===== config.mk =====
export PLATFORM = sky130hd
export DESIGN_NAME = reg_readback_flat
export DESIGN_NICKNAME = d
export VERILOG_FILES = /design/src/rtl/reg_readback_if.sv /design/src/rtl/reg_readback.sv /design/src/flat_wrapper.sv
export SDC_FILE = /design/constraint.sdc
export NUM_CORES = 1
export LEC_CHECK = 0
export BUFFER_PORTS_ARGS = -buffer_cell sky130_fd_sc_hd__buf_2
export CORE_MARGIN = 4
export CORE_UTILIZATION = 25
export DETAILED_ROUTE_END_ITERATION = 16
export MAX_ROUTING_LAYER = met4
export SYNTH_ARGS = -nofsm -noshare
export SYNTH_HDL_FRONTEND = slang
export SYNTH_SLANG_ARGS = --single-unit

===== constraint.sdc =====
create_clock -name Clock -period 2.3 [get_ports Clock]
set_input_delay 0.46 -clock Clock [delete_from_list [all_inputs] [get_ports Clock]]
set_output_delay 0.46 -clock Clock [all_outputs]
set_load 0.02 [all_outputs]

===== src/rtl/reg_readback_if.sv =====
// rtl/reg_readback_if.sv - register readback bus: bank taps in, debug word stream out
// Optional Parity signal present only when READBACK_PARITY_EN is defined.
interface reg_readback_if #(
    parameter int WIDTH = 16,
    parameter int NREGS = 8
);
    logic                   Start;
    logic [WIDTH*NREGS-1:0] Regs;
    logic                   Ready;
    logic [2:0]             Sel;
    logic [WIDTH-1:0]       Data;
    logic                   Valid;
    logic                   Busy;
    logic                   Done;
`ifdef READBACK_PARITY_EN
    logic                   Parity;

    modport master (
        input  Start, Regs, Ready,
        output Sel, Data, Valid, Busy, Done, Parity
    );

    modport slave (
        output Start, Regs, Ready,
        input  Sel, Data, Valid, Busy, Done, Parity
    );
`else
    modport master (
        input  Start, Regs, Ready,
        output Sel, Data, Valid, Busy, Done
    );

    modport slave (
        output Start, Regs, Ready,
        input  Sel, Data, Valid, Busy, Done
    );
`endif
endinterface


===== src/rtl/reg_readback.sv =====
// rtl/reg_readback.sv - sequential register bank dump onto a valid/ready debug stream
// Optional feature macro: READBACK_PARITY_EN adds a registered even-parity bit of Data.
// Resetn is active-high and synchronous; it aborts any dump without a Done pulse.
module reg_readback #(
    parameter int WIDTH = 16,
    parameter int NREGS = 8
) (
    input  logic           Clock,
    input  logic           Resetn,
    reg_readback_if.master bus
);

    localparam logic [1:0] S_IDLE = 2'd0;
    localparam logic [1:0] S_LOAD = 2'd1;
    localparam logic [1:0] S_SEND = 2'd2;
    localparam logic [1:0] S_DONE = 2'd3;

    localparam logic [2:0] LAST_SEL = 3'(NREGS - 1);

    logic [1:0]       state_q, state_d;
    logic [2:0]       sel_q, sel_d;
    logic [WIDTH-1:0] data_q, data_d;
    logic             valid_q, valid_d;
    logic [WIDTH-1:0] reg_word;
`ifdef READBACK_PARITY_EN
    logic             parity_q, parity_d;
`endif

    // Select the tapped register addressed by the current index.
    always_comb begin
        reg_word = '0;
        for (int i = 0; i < NREGS; i++) begin
            if (sel_q == 3'(i)) begin
                reg_word = bus.Regs[i*WIDTH +: WIDTH];
            end
        end
    end

    // Dump sequencer: capture one word per LOAD, hold it in SEND until accepted.
    always_comb begin
        state_d = state_q;
        sel_d   = sel_q;
        data_d  = data_q;
        valid_d = valid_q;
`ifdef READBACK_PARITY_EN
        parity_d = parity_q;
`endif
        case (state_q)
            S_IDLE: begin
                if (bus.Start) begin
                    sel_d   = '0;
                    state_d = S_LOAD;
                end
            end
            S_LOAD: begin
                // Snapshot taken here only; later bank updates cannot touch a pending word.
                data_d  = reg_word;
                valid_d = 1'b1;
`ifdef READBACK_PARITY_EN
                parity_d = ^reg_word;
`endif
                state_d = S_SEND;
            end
            S_SEND: begin
                if (bus.Ready) begin
                    valid_d = 1'b0;
                    if (sel_q == LAST_SEL) begin
                        // Index is left at the last register; the next Start clears it.
                        state_d = S_DONE;
                    end else begin
                        sel_d   = sel_q + 3'd1;
                        state_d = S_LOAD;
                    end
                end
            end
            S_DONE: begin
                state_d = S_IDLE;
            end
            default: begin
                state_d = S_IDLE;
            end
        endcase
    end

    // State and output registers with synchronous active-high reset.
    always_ff @(posedge Clock) begin
        if (Resetn) begin
            state_q <= S_IDLE;
            sel_q   <= '0;
            data_q  <= '0;
            valid_q <= 1'b0;
`ifdef READBACK_PARITY_EN
            parity_q <= 1'b0;
`endif
        end else begin
            state_q <= state_d;
            sel_q   <= sel_d;
            data_q  <= data_d;
            valid_q <= valid_d;
`ifdef READBACK_PARITY_EN
            parity_q <= parity_d;
`endif
        end
    end

    assign bus.Sel   = sel_q;
    assign bus.Data  = data_q;
    assign bus.Valid = valid_q;
    assign bus.Busy  = (state_q != S_IDLE);
    assign bus.Done  = (state_q == S_DONE);
`ifdef READBACK_PARITY_EN
    assign bus.Parity = parity_q;
`endif

endmodule


===== src/flat_wrapper.sv =====
// flat-port wrapper written by rule: the top's interface ports become plain ports
module reg_readback_flat 
#(
    parameter int WIDTH = 16,
    parameter int NREGS = 8
)
  (Clock, Resetn, bus_Start, bus_Regs, bus_Ready, bus_Sel, bus_Data, bus_Valid, bus_Busy, bus_Done);
  reg_readback_if #(.WIDTH(WIDTH), .NREGS(NREGS)) bus_i ();
  input  logic Clock;
  input  logic Resetn;
  input wire logic [$bits(bus_i.Start)-1:0] bus_Start;
  input wire logic [$bits(bus_i.Regs)-1:0] bus_Regs;
  input wire logic [$bits(bus_i.Ready)-1:0] bus_Ready;
  output wire logic [$bits(bus_i.Sel)-1:0] bus_Sel;
  output wire logic [$bits(bus_i.Data)-1:0] bus_Data;
  output wire logic [$bits(bus_i.Valid)-1:0] bus_Valid;
  output wire logic [$bits(bus_i.Busy)-1:0] bus_Busy;
  output wire logic [$bits(bus_i.Done)-1:0] bus_Done;
  assign bus_i.Start = bus_Start;
  assign bus_i.Regs = bus_Regs;
  assign bus_i.Ready = bus_Ready;
  assign bus_Sel = bus_i.Sel;
  assign bus_Data = bus_i.Data;
  assign bus_Valid = bus_i.Valid;
  assign bus_Busy = bus_i.Busy;
  assign bus_Done = bus_i.Done;
  reg_readback #(.WIDTH(WIDTH), .NREGS(NREGS)) u_core (.Clock(Clock), .Resetn(Resetn), .bus(bus_i));
endmodule

-- Word-level counts from Yosys, hierarchy flattened
Cells that the tools add are included.
- register bits after elaboration: 22
- memory bits (writable): 0
- word-level logic and storage cells: 44
- memories: 0
- bits of input ports: 132
- latch bits: 0
- memory bits (read-only): 0
- shifts and indexed selects: 0
- multiplexer cells: 18
- magnitude comparators: 0
- bitwise gates (word level): 0
- div/mod/pow operators: 0
- equal/unequal tests: 13
- reduce and logical (&&, ||, !) cells: 8
- add/sub/neg operators: 1
- multipliers: 0
- operators by type and width (cell ; number):
    2-to-1 mux 16 bit ; 8
    == test 3 bit (second input constant) ; 4
    2-to-1 mux 3 bit ; 3
    one-hot mux 2 bit (4 select lines) ; 1
    == test 3 x 2 -> 1 bit (second input constant) ; 2
    2-to-1 mux 2 bit ; 3
    != test 2 bit (second input constant) ; 3
    one-hot mux 3 bit (2 select lines) ; 1
    nonzero test 2 bit ; 3
    == test 2 bit (second input constant) ; 2
    AND reduction 2 bit ; 2
    AND reduction 4 bit ; 1
    adder 3 x 1 -> 3 bit (second input constant) ; 1
    == test 3 x 1 -> 1 bit (second input constant) ; 1
    logical NOT 3 bit ; 1
    == test 2 x 1 -> 1 bit (second input constant) ; 1
    logical NOT 2 bit ; 1
    one-hot mux 1 bit (2 select lines) ; 1
    2-to-1 mux 1 bit ; 1

-- Depth between registers and ports, before layout
Gate-level depths: netlist of run 1.
- depth in word-level cells: 9
- depth in mapped cells: 9
- depth with buffers taken out: 6

-- Least setup slack after synthesis of run 1
Ideal clock, no wire load.
- path type: reg2reg
- from: register u_core.sel_q[2], in the netlist u_core.bus.Sel[2]
- to: register u_core.data_q[7], in the netlist u_core.bus.Data[7]
- path buffers: 3
- arrival time: 1.934 ns
- period minus slack after synthesis: 2.049 ns
- path slack: 0.251 ns
- data required time: 2.185 ns
- setup time: 0.115 ns
- cell stages (with the launch flop): 10
- path through: dfxtp_1 -> buf_2 -> inv_1 -> ha_1 -> or2_1 -> buf_6 -> buf_6 -> a221oi_1 -> nor4b_1 -> o21a_1
- longest elaborated chain between the ends: 9
- ends and longest elaborated chain (element ; line ; source):
    from (decl) ; reg_readback.sv:21 ; logic [2:0] sel_q, sel_d;
    from (signal assigned) ; reg_readback.sv:97 ; sel_q <= sel_d;
    logical NOT 3 bit ; reg_readback.sv:33 ; if (sel_q == 3'(i)) begin
    2-to-1 mux 16 bit (7 in series) ; reg_readback.sv:33 ;
    2-to-1 mux 16 bit (*) ; reg_readback.sv:33 ;
    to (signal assigned) ; reg_readback.sv:98 ; data_q <= data_d;
    to (decl) ; reg_readback.sv:22 ; logic [WIDTH-1:0] data_q, data_d;
Every way passes the cells marked *; elsewhere a longest branch is shown, timed or not.
A chain may end at the register's enable or synchronous reset.

-- Worst setup path in the final report of run 1
- from: register u_core.sel_q[0], in the netlist u_core.bus.Sel[0]
- to: register u_core.data_q[5], in the netlist u_core.bus.Data[5]
The elaborated chain is that of the path after synthesis.

==> flow_summary.yaml, run 1 <==
status:
  run_status: "finished, final reports clean"
placement:
  portBuffers: 153
  hpwl_mm: 8.26
  numPlacedInstances: 534
  finalWeightedCongestion: 0.976
  placed_area_um2: 3140
pwr:
  vdd.ir_drop.worst_v: 0.000250
  power.density_nw_per_um2: 322
  switching_share: 0.324
  power.internal_mw: 0.698
  p_switching_mw: 0.334
  power_frac_clock: 0.242
  cellLeakagePower_nw: 1.41
  seqPwrFrac: 0.403
  pwr-share-comb: 0.355
sta:
  clock_skew_ns: 0.00402
  tns_ns: 0
  period_share: 0.945
  min_period_ns: 2.17
  report.final.setup_viol: 0
  worst_slew_pin_slew_ns: 0.597
  achievable-frequency_ghz: 0.460
  report.final.slew_viol_count: 0
  relSlewSlack: 0.602
  hold_violations: 0
grt:
  number_of_global_route_vias_before_repair: 3028
  grt_first_pass_wirelength_mm: 15.5
  global_route.overflow_total: 0
  grt_util_all_layers: 0.179
  grt_antenna_before_repair: 1
  largest_net_degree_at_the_start_of_global_routing: 49
synth:
  synth_sequential_area_ratio: 0.189
  synth_enable_flop_cells: 0
  synth_cells: 294
  mappedNetlistArea_um2: 2330
  syn_warnings: 0
  synth_seq_cells: 22
  yosys_most_used_dff: "sky130_fd_sc_hd__dfxtp_1"
  synthesis.nets: 432
  synth.lib_cells_used.distinct: 46
  postSynthAreaPerCell_um2: 7.92
  synth-async-reset-ratio: 0
worst_setup_path:
  max_stage_delay_ns: 0.44
  critical_path_peak_fanout: 13
  critPathRequiredTime_ns: 2.47
  gate_family_responsible_for_the_most_delay_along_the_worst_path: "compound AO/OA/AOI/OAI gates"
  ordered_cell_list_for_the_critical_path: "inv_1, ha_1, and2_1, buf_4, a221oi_1, o21ai_0, o21a_1"
  timing_worst_setup_path_type: "flop to flop"
  cp-end-kind: "flop"
  critPathSlowestCell: "sky130_fd_sc_hd__dfxtp_1"
  cp_num_buf_inv: 2
  worstSetupStartpointType: "flop"
  crit_arrival_ns: 2.34
finish:
  final_net_count: 570
  flow.area_growth_from_synthesis_pct: 37.6
  layout-drive-gt1-share: 0.433
  final_cell_mix: "sky130_fd_sc_hd__buf_2, sky130_fd_sc_hd__o21ai_0, sky130_fd_sc_hd__dfxtp_1"
  stdcell_area_um2: 3210
  final_cell_utilization_of_the_core: 0.361
  stdcell_count: 539
  commonest_non_fill_non_tap_cell_in_the_layout: "sky130_fd_sc_hd__buf_2"
  nFillCells: 967
clock_network:
  cts_htree_levels: 1
  clk_transition_reported_paths_ns: 0.09
  tritoncts: "yes"
  total_cts_buffers: 3
  worstSkewPairLatency_ns: 0.26
  cts.sinks: 22
  cts_root_buffer_type: "sky130_fd_sc_hd__clkbuf_8"
  cts-root-to-sink-buffers: 2
route:
  detailed_route_iter0_violations: 222
  drt-vias-per-instance: 5.55
  drt-pass1-iter-count: 5
  postRouteAntennaNets: 0
  avgRoutedWirePerCell_um: 18.5
  drc: 0
  wirelength_mm: 9.99
  via_count: 2992
floorplanning:
  floorplan.core_area_um2: 8890
  die_h_um: 105
  floorplan.initialDensity: 0.262
  row_count: 34
  die_x_extent_um: 105
  die-area_um2: 10900
  io_pins: 154
run:
  max_cap_viol_count: 0
hold_path:
  worstHoldPathType: "primary input to flop"
==> cells by family (layout without fill, tap and decap cells) <==
group | after synthesis | in the layout | synth area share
AOI/OAI and AO/OA | 127 | 127 | 0.419
adders and majority gates | 6 | 6 | 0.0322
buffers and inverters | 40 | 176 | 0.0994
DFF | 22 | 22 | 0.189
muxes | 3 | 3 | 0.0129
other | 0 | 1 | 0
and+or+nand+nor | 96 | 96 | 0.247
==> state kept, by name, indices dropped and copies added (netlist names) <==
register	cells
u_core.bus.Valid	1
u_core.state_q	2
u_core.bus.Data	16
u_core.bus.Sel	3
==> worst paths after layout <==
kind / from / to / slack, ns / depth (start not counted)
worst max register to register: u_core.bus.Sel[0] / u_core.bus.Data[5] / 0.13 / 7
worst max-delay path: u_core.bus.Sel[0] / u_core.bus.Data[5] / 0.13 / 7
worst min-delay path: bus_Start / u_core.state_q[0] / 0.50 / 3
worst min register to register: u_core.bus.Data[14] / u_core.bus.Data[14] / 0.51 / 2
==> layer usage <==
layer	track usage	wire (µm)	up-vias	share of wire
met5	-	0	-	0
met4	0.0285	111	0	0.011
met3	0.0382	853	12	0.085
met2	0.323	5150	174	0.52
met1	0.208	3880	1381	0.39
li1	-	-	1425	-
==> per-stage QoR <==
stage | hold WS, ns | setup WS [ns] | power (mW)
floorplan | 0.501 | 0.251 | 0.609
global placement | 0.494 | 0.110 | 0.789
detailed placement | 0.503 | 0.00412 | 0.791
CTS | 0.493 | 0.0446 | 1.04
global route | 0.518 | -0.000420 | 1.09
finish | 0.498 | 0.126 | 1.03
==> synthesized netlist by cell type (all sizes together) (2+ instances only) <==
master | n | area [µm²]
o21ai | 30 | 150
a221oi | 25 | 288
buf | 25 | 175
dfxtp | 22 | 440
nor2 | 19 | 71.3
nor2b | 16 | 108
a22oi | 15 | 113
a21oi | 14 | 70.1
o21a | 14 | 105
nor4b | 13 | 120
o221ai | 13 | 114
nor3 | 12 | 60.1
nand2 | 10 | 37.5
inv | 9 | 33.8
nor3b | 9 | 67.6
clkbuf | 6 | 22.5
ha | 6 | 75.1
nand2b | 6 | 37.5
o211ai | 4 | 30.0
a221o | 3 | 30.0
and2 | 3 | 18.8
mux2i | 3 | 30.0
or2 | 2 | 12.5
or2b | 2 | 15.0
==> area by class of cell <==
type | instances | area (µm²) | area share
repair buffers | 164 | 873 | 0.272
clock buffers | 3 | 41.3 | 0.0129
diodes | 1 | 2.50 | 0.000781
multi-input cells | 232 | 1680 | 0.523
well taps | 108 | 135 | 0.0422
inverters | 9 | 37.5 | 0.0117
flip-flops and latches | 22 | 440 | 0.137
==> power groups by stage <==
| stage | clock network (mW) | logic, mW | registers (mW) |
|---|---|---|---|
| floorplan | 0 | 0.170 | 0.438 |
| global placement | 0 | 0.364 | 0.424 |
| detailed placement | 0 | 0.366 | 0.425 |
| CTS | 0.260 | 0.367 | 0.416 |
| global route | 0.277 | 0.399 | 0.419 |
| finish | 0.250 | 0.367 | 0.416 |
==> worst min-delay path, stage by stage <==
cell,delay [ns]
sky130_fd_sc_hd__buf_2,0.10
sky130_fd_sc_hd__nand2b_1,0.09
sky130_fd_sc_hd__a211oi_1,0.07
==> timing repair <==
action	CTS	global route
endpoints found under the hold margin	0	0
resized for setup	1	4
setup endpoints to repair	1	4
pin swaps	0	0
setup buffers	0	1
hold buffers	0	0
No activity file was read; power rests on OpenSTA's default activity.
==> run 2, diff against run 1 <==
--- a/config.mk
+++ b/config.mk
@@ -10,6 +10,7 @@
 export CORE_UTILIZATION = 25
 export DETAILED_ROUTE_END_ITERATION = 16
 export MAX_ROUTING_LAYER = met4
+export PLACE_DENSITY_LB_ADDON = 0.3
 export SYNTH_ARGS = -nofsm -noshare
 export SYNTH_HDL_FRONTEND = slang
 export SYNTH_SLANG_ARGS = --single-unit
==> run 2 against run 1 <==
- worst setup slack improved by 0.12 ns
- critical path type unchanged
- total power is 0.53% higher
- flip-flop and latch count stayed put
- worst hold slack barely moved
- final area rose by 1.8%
- clock-buffer cell count unchanged
- global-route usage rose by 0.40 points
- clock power about the same
- die area unchanged
==> flow_summary.yaml, run 2 (synthesis results as in run 1) <==
floorplanning:
  floorplan.core_area_um2: 8890
  die_h_um: 105
  floorplan.initialDensity: 0.262
  io_pins: 154
  die_x_extent_um: 105
  row_count: 34
  die-area_um2: 10900
finish:
  flow.area_growth_from_synthesis_pct: 40.0
  largest_register_ff_count: 16
  final_net_count: 579
  commonest_non_fill_non_tap_cell_in_the_layout: "sky130_fd_sc_hd__buf_2"
  layout-drive-gt1-share: 0.449
  antenna_cells_inserted: 0
  final_cell_mix: "sky130_fd_sc_hd__buf_2, sky130_fd_sc_hd__o21ai_0, sky130_fd_sc_hd__dfxtp_1"
clock_network:
  cts.sinks: 22
  worstSkewPairLatency_ns: 0.26
  total_cts_buffers: 3
  cts-root-to-sink-buffers: 2
  clk_transition_reported_paths_ns: 0.08
  tritoncts: "yes"
  number_of_hold_repair_buffers_added_at_the_cts_stage: 0
  cts_root_buffer_type: "sky130_fd_sc_hd__clkbuf_8"
  cts_htree_levels: 1
run:
  max_cap_viol_count: 0
grt:
  largest_net_degree_at_the_start_of_global_routing: 49
  grt_first_pass_wirelength_mm: 15.8
  grt_antenna_before_repair: 0
  global_route.overflow_total: 0
  number_of_global_route_vias_before_repair: 3010
  grt_util_all_layers: 0.183
sta:
  report.final.slew_viol_count: 0
  worst_slew_pin_slew_ns: 0.618
  achievable-frequency_ghz: 0.488
  tns_ns: 0
  report.final.setup_viol: 0
  min_period_ns: 2.05
  hold_violations: 0
  period_share: 0.891
  relSlewSlack: 0.588
  grt_setup_unrepaired: "false"
  clock_skew_ns: 0.00205
pwr:
  vdd.ir_drop.worst_v: 0.000234
  cellLeakagePower_nw: 1.45
  power.density_nw_per_um2: 318
  design_power_total_mw: 1.04
worst_setup_path:
  critical_path_peak_fanout: 12
  cp_num_buf_inv: 2
  ordered_cell_list_for_the_critical_path: "inv_1, ha_1, and2_1, buf_4, a221oi_1, o21ai_0, o21a_1"
  r2r_end: "u_core.bus.Data[8]"
  cp-end-kind: "flop"
  gate_family_responsible_for_the_most_delay_along_the_worst_path: "compound AO/OA/AOI/OAI gates"
  worstReg2RegStart: "u_core.bus.Sel[0]"
  critPathSlowestCell: "sky130_fd_sc_hd__dfxtp_1"
  critPathRequiredTime_ns: 2.47
  timing_worst_setup_path_type: "flop to flop"
  worstSetupStartpointType: "flop"
  max_stage_delay_ns: 0.44
  rr_worst_depth: 7
  crit_arrival_ns: 2.22
  setup.worst_path.start: "u_core.bus.Sel[0]"
  setup.reg_to_reg.worst_slack_ns: 0.25
hold_path:
  worstHoldPathType: "primary input to flop"
  hp-start: "bus_Start"
  timing.hold.worst_endpoint: "u_core.state_q[0]"
  min_delay_path_depth: 3
placement:
  finalWeightedCongestion: 0.856
  portBuffers: 153
  hpwl_mm: 8.29
route:
  via_count: 2943
  avgRoutedWirePerCell_um: 18.6
  wirelength_mm: 10.2
  postRouteAntennaNets: 0
  drt-vias-per-instance: 5.38
  drc: 0
  detailed_route_iter0_violations: 174
  drt-pass1-iter-count: 6
status:
  run_status: "finished, final reports clean"
==> run 2: final cells by class <==
type | count | area [µm²]
fill | 966 | 5630
sequential | 22 | 440
multi-input combinational | 232 | 1680
inverter | 9 | 37.5
tap | 108 | 135
timing repair buffer | 173 | 928
clock buffer | 3 | 41.3
==> run 2: routing by layer <==
layer,global-route usage,vias up,wire (µm)
met5,-,-,0
met4,0.00855,0,48
met3,0.0376,4,759
met2,0.332,135,5380
met1,0.220,1367,3990
li1,-,1437,-
==> run 2: worst max path at each step <==
stage | end | slack (ns) | depth (start not counted)
CTS | u_core.bus.Data[12] | 0.008 | 6
floorplan | u_core.bus.Data[7] | 0.25 | 9
detailed placement | u_core.bus.Data[12] | 0.03 | 6
global route | u_core.bus.Data[8] | 0.04 | 7
finish | u_core.bus.Data[8] | 0.25 | 7
global placement | u_core.bus.Data[12] | 0.11 | 6
==> run 2: through the flow <==
| step | utilization | instance area [µm²] | instances | setup slack (ns) | hold WS (ns) |
|---|---|---|---|---|---|
| after detailed placement | 0.354 | 3150 | 539 | 0.0250 | 0.515 |
| after CTS | 0.359 | 3190 | 542 | 0.00817 | 0.496 |
| after global routing | 0.367 | 3260 | 547 | 0.0376 | 0.528 |
| after global placement | 0.354 | 3150 | 539 | 0.107 | 0.503 |
| after floorplan | - | 2330 | 294 | 0.251 | 0.501 |
| final | 0.367 | 3260 | 547 | 0.250 | 0.497 |
==> run 2: what timing repair did <==
item | in CTS | in global routing
buffers inserted | 0 | 5
gates resized for setup | 0 | 6
endpoints found under the setup margin | 0 | 14
==> run 2: tightest hold or removal path, cell delays in order <==
cell,delay (ns)
sky130_fd_sc_hd__buf_2,0.10
sky130_fd_sc_hd__nand2b_1,0.09
sky130_fd_sc_hd__a211oi_1,0.07
==> run 2: power by group <==
part / internal [mW] / switching [mW]
Combinational: 0.188 / 0.186
Sequential: 0.398 / 0.0175
Clock: 0.117 / 0.132
Total: 0.703 / 0.335
